[src/rtl/l2_arbiter_if.sv]
// rtl/l2_arbiter_if.sv - I-cache, D-cache and L2 line buses seen by the L2 arbiter
interface l2_arbiter_if #(
  parameter int ADDR_W = 16,
  parameter int LINE_W = 128
);
  logic              icache_read;
  logic [ADDR_W-1:0] icache_address;
  logic [LINE_W-1:0] icache_rdata;
  logic              icache_resp;

  logic              dcache_read;
  logic              dcache_write;
  logic [ADDR_W-1:0] dcache_address;
  logic [LINE_W-1:0] dcache_wdata;
  logic [LINE_W-1:0] dcache_rdata;
  logic              dcache_resp;

  logic              l2_read;
  logic              l2_write;
  logic [ADDR_W-1:0] l2_address;
  logic [LINE_W-1:0] l2_wdata;
  logic [LINE_W-1:0] l2_rdata;
  logic              l2_resp;

  modport slave (
    input  icache_read, icache_address,
    output icache_rdata, icache_resp,
    input  dcache_read, dcache_write, dcache_address, dcache_wdata,
    output dcache_rdata, dcache_resp,
    output l2_read, l2_write, l2_address, l2_wdata,
    input  l2_rdata, l2_resp
  );

  modport master (
    output icache_read, icache_address,
    input  icache_rdata, icache_resp,
    output dcache_read, dcache_write, dcache_address, dcache_wdata,
    input  dcache_rdata, dcache_resp,
    input  l2_read, l2_write, l2_address, l2_wdata,
    output l2_rdata, l2_resp
  );
endinterface

[src/rtl/l2_arbiter.sv]
// rtl/l2_arbiter.sv - serializes I-cache and D-cache line requests onto one L2 port
// Contention policy: D-side fixed priority, or round robin when L2_ARB_ROUND_ROBIN_EN is defined.
module l2_arbiter #(
  parameter int ADDR_W = 16,
  parameter int LINE_W = 128
) (
  input logic       clk,
  input logic       rst_n,
  l2_arbiter_if.slave bus
);

  localparam logic [1:0] IDLE   = 2'd0;
  localparam logic [1:0] BUSY_I = 2'd1;
  localparam logic [1:0] BUSY_D = 2'd2;

  logic [1:0]        state;
  logic              read_q;
  logic              write_q;
  logic [ADDR_W-1:0] addr_q;
  logic [LINE_W-1:0] wdata_q;

  logic i_req;
  logic d_req;
  logic grant_d;

  assign i_req = bus.icache_read;
  assign d_req = bus.dcache_read | bus.dcache_write;

`ifdef L2_ARB_ROUND_ROBIN_EN
  // Set when the most recent grant went to the D-side; resets to the I-side.
  logic last_d;

  assign grant_d = d_req & (~i_req | ~last_d);

  always_ff @(posedge clk or negedge rst_n) begin
    if (!rst_n) begin
      last_d <= 1'b0;
    end else if (state == IDLE && (i_req || d_req)) begin
      last_d <= grant_d;
    end
  end
`else
  assign grant_d = d_req;
`endif

  always_ff @(posedge clk or negedge rst_n) begin
    if (!rst_n) begin
      state   <= IDLE;
      read_q  <= 1'b0;
      write_q <= 1'b0;
      addr_q  <= '0;
      wdata_q <= '0;
    end else begin
      case (state)
        IDLE: begin
          if (grant_d) begin
            // A simultaneous read+write from the D-side is treated as a writeback.
            state   <= BUSY_D;
            write_q <= bus.dcache_write;
            read_q  <= ~bus.dcache_write;
            addr_q  <= bus.dcache_address;
            wdata_q <= bus.dcache_wdata;
          end else if (i_req) begin
            state   <= BUSY_I;
            read_q  <= 1'b1;
            write_q <= 1'b0;
            addr_q  <= bus.icache_address;
          end
        end
        BUSY_I, BUSY_D: begin
          if (bus.l2_resp) begin
            state   <= IDLE;
            read_q  <= 1'b0;
            write_q <= 1'b0;
          end
        end
        default: begin
          state   <= IDLE;
          read_q  <= 1'b0;
          write_q <= 1'b0;
        end
      endcase
    end
  end

  assign bus.l2_read    = read_q;
  assign bus.l2_write   = write_q;
  assign bus.l2_address = addr_q;
  assign bus.l2_wdata   = wdata_q;

  assign bus.icache_resp  = (state == BUSY_I) & bus.l2_resp;
  assign bus.dcache_resp  = (state == BUSY_D) & bus.l2_resp;
  assign bus.icache_rdata = bus.l2_rdata;
  assign bus.dcache_rdata = bus.l2_rdata;

endmodule

[src/flat_wrapper.sv]
// flat-port wrapper written by rule: the top's interface ports become plain ports
module l2_arbiter_flat 
#(
  parameter int ADDR_W = 16,
  parameter int LINE_W = 128
)
  (clk, rst_n, bus_icache_read, bus_icache_address, bus_icache_rdata, bus_icache_resp, bus_dcache_read, bus_dcache_write, bus_dcache_address, bus_dcache_wdata, bus_dcache_rdata, bus_dcache_resp, bus_l2_read, bus_l2_write, bus_l2_address, bus_l2_wdata, bus_l2_rdata, bus_l2_resp);
  l2_arbiter_if #(.ADDR_W(ADDR_W), .LINE_W(LINE_W)) bus_i ();
  input logic clk;
  input logic rst_n;
  input wire logic [$bits(bus_i.icache_read)-1:0] bus_icache_read;
  input wire logic [$bits(bus_i.icache_address)-1:0] bus_icache_address;
  output wire logic [$bits(bus_i.icache_rdata)-1:0] bus_icache_rdata;
  output wire logic [$bits(bus_i.icache_resp)-1:0] bus_icache_resp;
  input wire logic [$bits(bus_i.dcache_read)-1:0] bus_dcache_read;
  input wire logic [$bits(bus_i.dcache_write)-1:0] bus_dcache_write;
  input wire logic [$bits(bus_i.dcache_address)-1:0] bus_dcache_address;
  input wire logic [$bits(bus_i.dcache_wdata)-1:0] bus_dcache_wdata;
  output wire logic [$bits(bus_i.dcache_rdata)-1:0] bus_dcache_rdata;
  output wire logic [$bits(bus_i.dcache_resp)-1:0] bus_dcache_resp;
  output wire logic [$bits(bus_i.l2_read)-1:0] bus_l2_read;
  output wire logic [$bits(bus_i.l2_write)-1:0] bus_l2_write;
  output wire logic [$bits(bus_i.l2_address)-1:0] bus_l2_address;
  output wire logic [$bits(bus_i.l2_wdata)-1:0] bus_l2_wdata;
  input wire logic [$bits(bus_i.l2_rdata)-1:0] bus_l2_rdata;
  input wire logic [$bits(bus_i.l2_resp)-1:0] bus_l2_resp;
  assign bus_i.icache_read = bus_icache_read;
  assign bus_i.icache_address = bus_icache_address;
  assign bus_icache_rdata = bus_i.icache_rdata;
  assign bus_icache_resp = bus_i.icache_resp;
  assign bus_i.dcache_read = bus_dcache_read;
  assign bus_i.dcache_write = bus_dcache_write;
  assign bus_i.dcache_address = bus_dcache_address;
  assign bus_i.dcache_wdata = bus_dcache_wdata;
  assign bus_dcache_rdata = bus_i.dcache_rdata;
  assign bus_dcache_resp = bus_i.dcache_resp;
  assign bus_l2_read = bus_i.l2_read;
  assign bus_l2_write = bus_i.l2_write;
  assign bus_l2_address = bus_i.l2_address;
  assign bus_l2_wdata = bus_i.l2_wdata;
  assign bus_i.l2_rdata = bus_l2_rdata;
  assign bus_i.l2_resp = bus_l2_resp;
  l2_arbiter #(.ADDR_W(ADDR_W), .LINE_W(LINE_W)) u_core (.clk(clk), .rst_n(rst_n), .bus(bus_i));
endmodule
[config.mk]
export PLATFORM = sky130hd
export DESIGN_NAME = l2_arbiter_flat
export DESIGN_NICKNAME = d
export VERILOG_FILES = /design/src/rtl/l2_arbiter_if.sv /design/src/rtl/l2_arbiter.sv /design/src/flat_wrapper.sv
export SDC_FILE = /design/constraint.sdc
export NUM_CORES = 1
export LEC_CHECK = 0
export ABC_AREA = 1
export ABC_CLOCK_PERIOD_IN_PS = 2800
export CAP_MARGIN = 15
export CORE_AREA = 2 2 269 271
export DETAILED_ROUTE_END_ITERATION = 8
export DIE_AREA = 0 0 271 273
export GPL_TIMING_DRIVEN = 1
export HOLD_SLACK_MARGIN = 0.15
export PLACE_DENSITY_LB_ADDON = 0.2
export SYNTH_ARGS = -nofsm -noshare
export SYNTH_HDL_FRONTEND = slang
export SYNTH_SLANG_ARGS = --single-unit
[constraint.sdc]
create_clock -name clk -period 2.8 [get_ports clk]
set_input_delay 0.56 -clock clk [delete_from_list [all_inputs] [get_ports clk]]
set_output_delay 0.56 -clock clk [all_outputs]
set_load 0.05 [all_outputs]
; Word-level counts from Yosys, hierarchy flattened
; Cells that the tools add are included.
[word_totals]
ff_bits = 148
output_inout_bits = 404
elab_cells = 32
in_bits = 294
[classes]
eq_ne = 4
reduce_logical = 6
muxes = 13
n_bitwise = 4
[op_table]
columns = op, count
row1 = 2-to-1 mux 16 bit, 2
row2 = 2-to-1 mux 2 bit, 3
row3 = AND reduction 2 bit, 3
row4 = 2-to-1 mux 1 bit, 5
row5 = case mux 1 bit (2 select lines), 2
row6 = case mux 2 bit (2 select lines), 1
row7 = inequality test 3 x 2 -> 1 bit (second input constant), 1
row8 = bitwise AND 1 bit, 2
row9 = equality test 2 x 1 -> 1 bit (second input constant), 1
row10 = equality test 2 bit (second input constant), 1
row11 = logical NOT 2 bit, 1
row12 = inequality test 2 bit (second input constant), 1
row13 = nonzero test 2 bit, 1
row14 = OR reduction 2 bit, 1
row15 = NOT 1 bit, 1
row16 = OR 1 bit, 1

; Logic depth before layout (Yosys ltp)
[logic_depth]
ltp_word = 4
ltp_mapped = 8
mapped_depth_nobuf = 8

; Least setup slack after synthesis
; Ideal clock, no wire load.
[synth_path]
kind = reg2out
from = reg u_core.state[0]
to = out bus_dcache_resp
path_buffers = 0
path_slack_ns = 1.313
arrival_ns = 0.927
required_time_ns = 2.240
stages_incl_launch_ff = 5
cell_sequence = dfrtp_1 > inv_1 > ha_1 > nand2_1 > inv_1
[synth_between]
elab_chain_cells = 2
[synth_rtl]
columns = item, line_no
row1 = from (decl), l2_arbiter.sv:16  ; logic [1:0] state;
row2 = from (signal assigned), l2_arbiter.sv:48  ; state <= IDLE;
row3 = from (signal assigned), l2_arbiter.sv:58  ; state <= BUSY_D;
row4 = from (signal assigned), l2_arbiter.sv:64  ; state <= BUSY_I;
row5 = equality test 2 bit, l2_arbiter.sv:92  ; assign bus.dcache_resp = (state == BUSY_D) & bus.l2_resp;
row6 = bitwise AND 1 bit, l2_arbiter.sv:92
row7 = to (decl), flat_wrapper.sv:20  ; output wire logic [$bits(bus_i.dcache_resp)-1:0] bus_dcache_resp;
; Every way passes these cells.

; Worst setup path in the final report
[layout_path]
from = reg u_core.addr_q[15], in the netlist u_core.bus.l2_address[15]
to = out bus_l2_address[15]
[layout_rtl]
columns = item, line_no
row1 = from (decl), l2_arbiter.sv:19  ; logic [ADDR_W-1:0] addr_q;
row2 = from (signal assigned), l2_arbiter.sv:61  ; addr_q <= bus.dcache_address;
row3 = from (signal assigned), l2_arbiter.sv:67  ; addr_q <= bus.icache_address;
row4 = to (decl), flat_wrapper.sv:23  ; output wire logic [$bits(bus_i.l2_address)-1:0] bus_l2_address;
; No word-level cell between the ends.

==> flow_metrics.py <==
metrics = {
    "route": {
        "routed_wl_um": 27700,
        "dr.first_iter.drc_count": 161,
        "via_per_inst": 2.93,
        "wl_per_cell_um": 14.1,
        "drt_first_pass_iters": 4,
        "drc": 0,
        "ant_nets": 0,
        "vias": 5767,
    },
    "setup_path": {
        "cp.required_ps": 2240,
        "rr_startpoint": "u_core.state[1]$_DFFE_PN0P_",
        "crit_arrival_ps": 1720,
        "cp_slowest_stage_delay_ps": 890,
        "r2r_slack_ps": 1010,
        "crit_path_cell_trace": "clkdlybuf4s50_1",
        "start_kind": "register",
        "slowest_stage": "clkdlybuf4s50_1",
        "reg2reg_depth": 7,
        "critPathBufInv": 1,
        "end_kind": "output pin",
        "path_class": "register to output pin",
        "crit_family": "buffers and inverters",
        "cp_max_fo": 2,
        "rr_endpoint": "u_core.bus.l2_wdata[96]$_DFFE_PN0P_",
    },
    "final_layout": {
        "drive_gt1_share_pct": 5.19,
        "final_area_sq_um": 10800,
        "antenna_cells": 0,
        "post-route-util_pct": 15.2,
        "syn2layout_area_growth_pct": 38.4,
        "fin_cells": 1971,
        "nNetsFinal": 1306,
    },
    "sta": {
        "slew_viol_final": 0,
        "finalCritPeriodShare_pct": 81.5,
        "fmax_ghz": 0.438,
        "slew_headroom_pct": 57.7,
        "finalSetupTns_ps": 0,
        "hold_violations": 0,
        "rsz0062_at_grt": "no",
        "min_period_ps": 2280,
        "skew_ps": 18.4,
        "tightest_slew_ps": 632,
        "setup-violations-final": 0,
    },
    "synthesis": {
        "synth_top_area_cell": "dfrtp_1",
        "ys_seq_area_share_pct": 47.5,
        "syn_area_sq_um": 7800,
        "yosysWarnings": 0,
        "synthCells": 953,
        "synth.ff_latch_count": 148,
        "syn_avg_cell_area_sq_um": 8.18,
        "synth.distinct_cells": 14,
        "ys_top_cells_by_area": "dfrtp_1, buf_4, nand2_1, buf_2, nand3_1",
        "syn_nets": 1250,
        "synth.top_cell.area_share_pct": 47.5,
    },
    "power_and_ir_drop": {
        "p_sw_share_pct": 51.3,
        "leakage_nw": 4.90,
        "cellPowerDensity_nw_per_um2": 1350,
        "ir_drop_uv": 544,
        "p_int_mw": 7.08,
        "clkPwrFrac_pct": 16.4,
        "pwr-share-seq_pct": 26.0,
        "p_switching_mw": 7.46,
        "p_comb_share_pct": 57.6,
        "finalPower_mw": 14.5,
    },
    "cts": {
        "clkSinkCount": 148,
        "cts_resized": 0,
        "cts_tree": "done",
        "clk_latency_ps": 470,
        "clk_pin_slew_worst_paths_ps": 70,
        "clock-root-buffer": "clkbuf_16",
        "clockBufferDepth": 2,
        "htreeDepth": 4,
        "cts_buffers": 17,
    },
    "outcome": {
        "status": "finished clean",
    },
    "floorplanning": {
        "die_y_um": 273,
        "num_rows": 98,
        "num_io_pins": 698,
        "start_util_pct": 11.0,
        "die_area_sq_um": 74000,
        "core_area_sq_um": 71000,
        "die_x_um": 271,
    },
    "placed_design": {
        "routabilityCongestion": 0.701,
        "port_buffers": 313,
        "dp_hpwl_um": 20300,
        "dpl.cell_count": 1939,
        "placed_area_sq_um": 10200,
    },
    "global_route": {
        "gr-total-overflow": 0,
        "groute.layer.met2.usage_pct": 11.4,
        "use_met3_pct": 4.35,
        "met1_usage_pct": 7.52,
        "grt_pass1_vias": 6197,
        "grt-busiest-layer": "met2",
        "grt_max_degree": 86,
        "grt_pass1_wl_um": 40500,
        "grt_usage_pct": 7.46,
        "antenna_found_initial": 1,
    },
    "run": {
        "drv_cap": 0,
    },
    "worst_hold_path": {
        "hold_depth": 2,
        "holdPathEnd": "u_core.bus.l2_wdata[75]$_DFFE_PN0P_",
        "min-delay-start": "u_core.bus.l2_wdata[75]$_DFFE_PN0P_",
        "worst_hold_path_type": "register to register",
    },
}
==> layer usage <==
metal  wire length [um]  up-vias
li1                   -     2728
met5                  7        -
met1              10400     2596
met3               3040      126
met4               1750        2
met2              12500      315
==> repair_timing <==
item | in CTS | in global routing
buffers inserted | 0 | 0
endpoints found under the hold margin | 36 | 0
hold buffers | 1 | 0
==> stage by stage <==
step	worst slack [ps]	hold WS [ps]
floorplan	1310	264
global route	413	499
CTS	424	483
global placement	622	461
finish	519	478
detailed placement	598	463
==> layout by cell type, fill, tap and decap left out, drive strengths merged <==
cell type	instances
nor2	4
clkinvlp	4
dfrtp	148
nand2	481
ha	3
inv	13
buf	16
bufinv	2
clkinv	2
clkbuf	18
clkdlybuf4s50	309
nand4	1
dlygate4sd3	1
nand3	19
==> how the worst max path moves through the flow <==
stage          depth (start not counted)                                   end                                   from
5_1_grt                                1                          bus_l2_write        u_core.bus.l2_write$_DFFE_PN0P_
4_1_cts                                1                      bus_l2_wdata[40]    u_core.bus.l2_wdata[40]$_DFFE_PN0P_
2_1_floorplan                          4                       bus_dcache_resp            u_core.state[0]$_DFFE_PN0P_
3_3_place_gp                           6   u_core.bus.l2_wdata[99]$_DFFE_PN0P_                       bus_dcache_write
6_report                               1                    bus_l2_address[15]  u_core.bus.l2_address[15]$_DFFE_PN0P_
3_5_place_dp                           6  u_core.bus.l2_wdata[110]$_DFFE_PN0P_                       bus_dcache_write
==> cell usage after synthesis <==
master    count
clkbuf_1      8
nand2_2       3
ha_1          3
buf_2        21
nand4_1       1
buf_6         1
nand2_1     478
nor2_4        1
dfrtp_1     148
nand3_1      19
inv_2         2
inv_1         6
nor2_1        3
buf_4       259
==> cell families (layout without fill, tap and decap cells) <==
| kind of cell | Yosys count | in the layout | share of synthesized area [%] |
|---|---|---|---|
| simple gates | 505 | 505 | 24.8 |
| buf+inv | 297 | 365 | 27.2 |
| flops | 148 | 148 | 47.5 |
| fa+ha+maj | 3 | 3 | 0.481 |
==> power groups by stage <==
stage / clock network, mW / registers, mW / logic, mW
after floorplan: 0 / 7.42 / 2.57
after global placement: 0 / 3.80 / 8.52
after detailed placement: 0 / 3.81 / 8.52
after CTS: 2.57 / 3.80 / 8.54
after global routing: 2.63 / 3.93 / 8.88
final: 2.38 / 3.78 / 8.38
==> flip-flops by register name (all words and copies together), names as in the netlist <==
register and count:
u_core.bus.l2_write 1, u_core.bus.l2_address 16, u_core.state 2, u_core.bus.l2_wdata 128, u_core.bus.l2_read 1
==> final cells by class <==
| type | instances | area [sq um] |
|---|---|---|
| fill | 8000 | 60200 |
| sequential | 148 | 3700 |
| timing repair buffer | 326 | 3300 |
| multi-input combinational | 508 | 1990 |
| tap | 950 | 1190 |
| clock buffer | 18 | 429 |
| clock inverter | 13 | 150 |
| inverter | 8 | 30.0 |
Power figures use the tool's default switching activity.
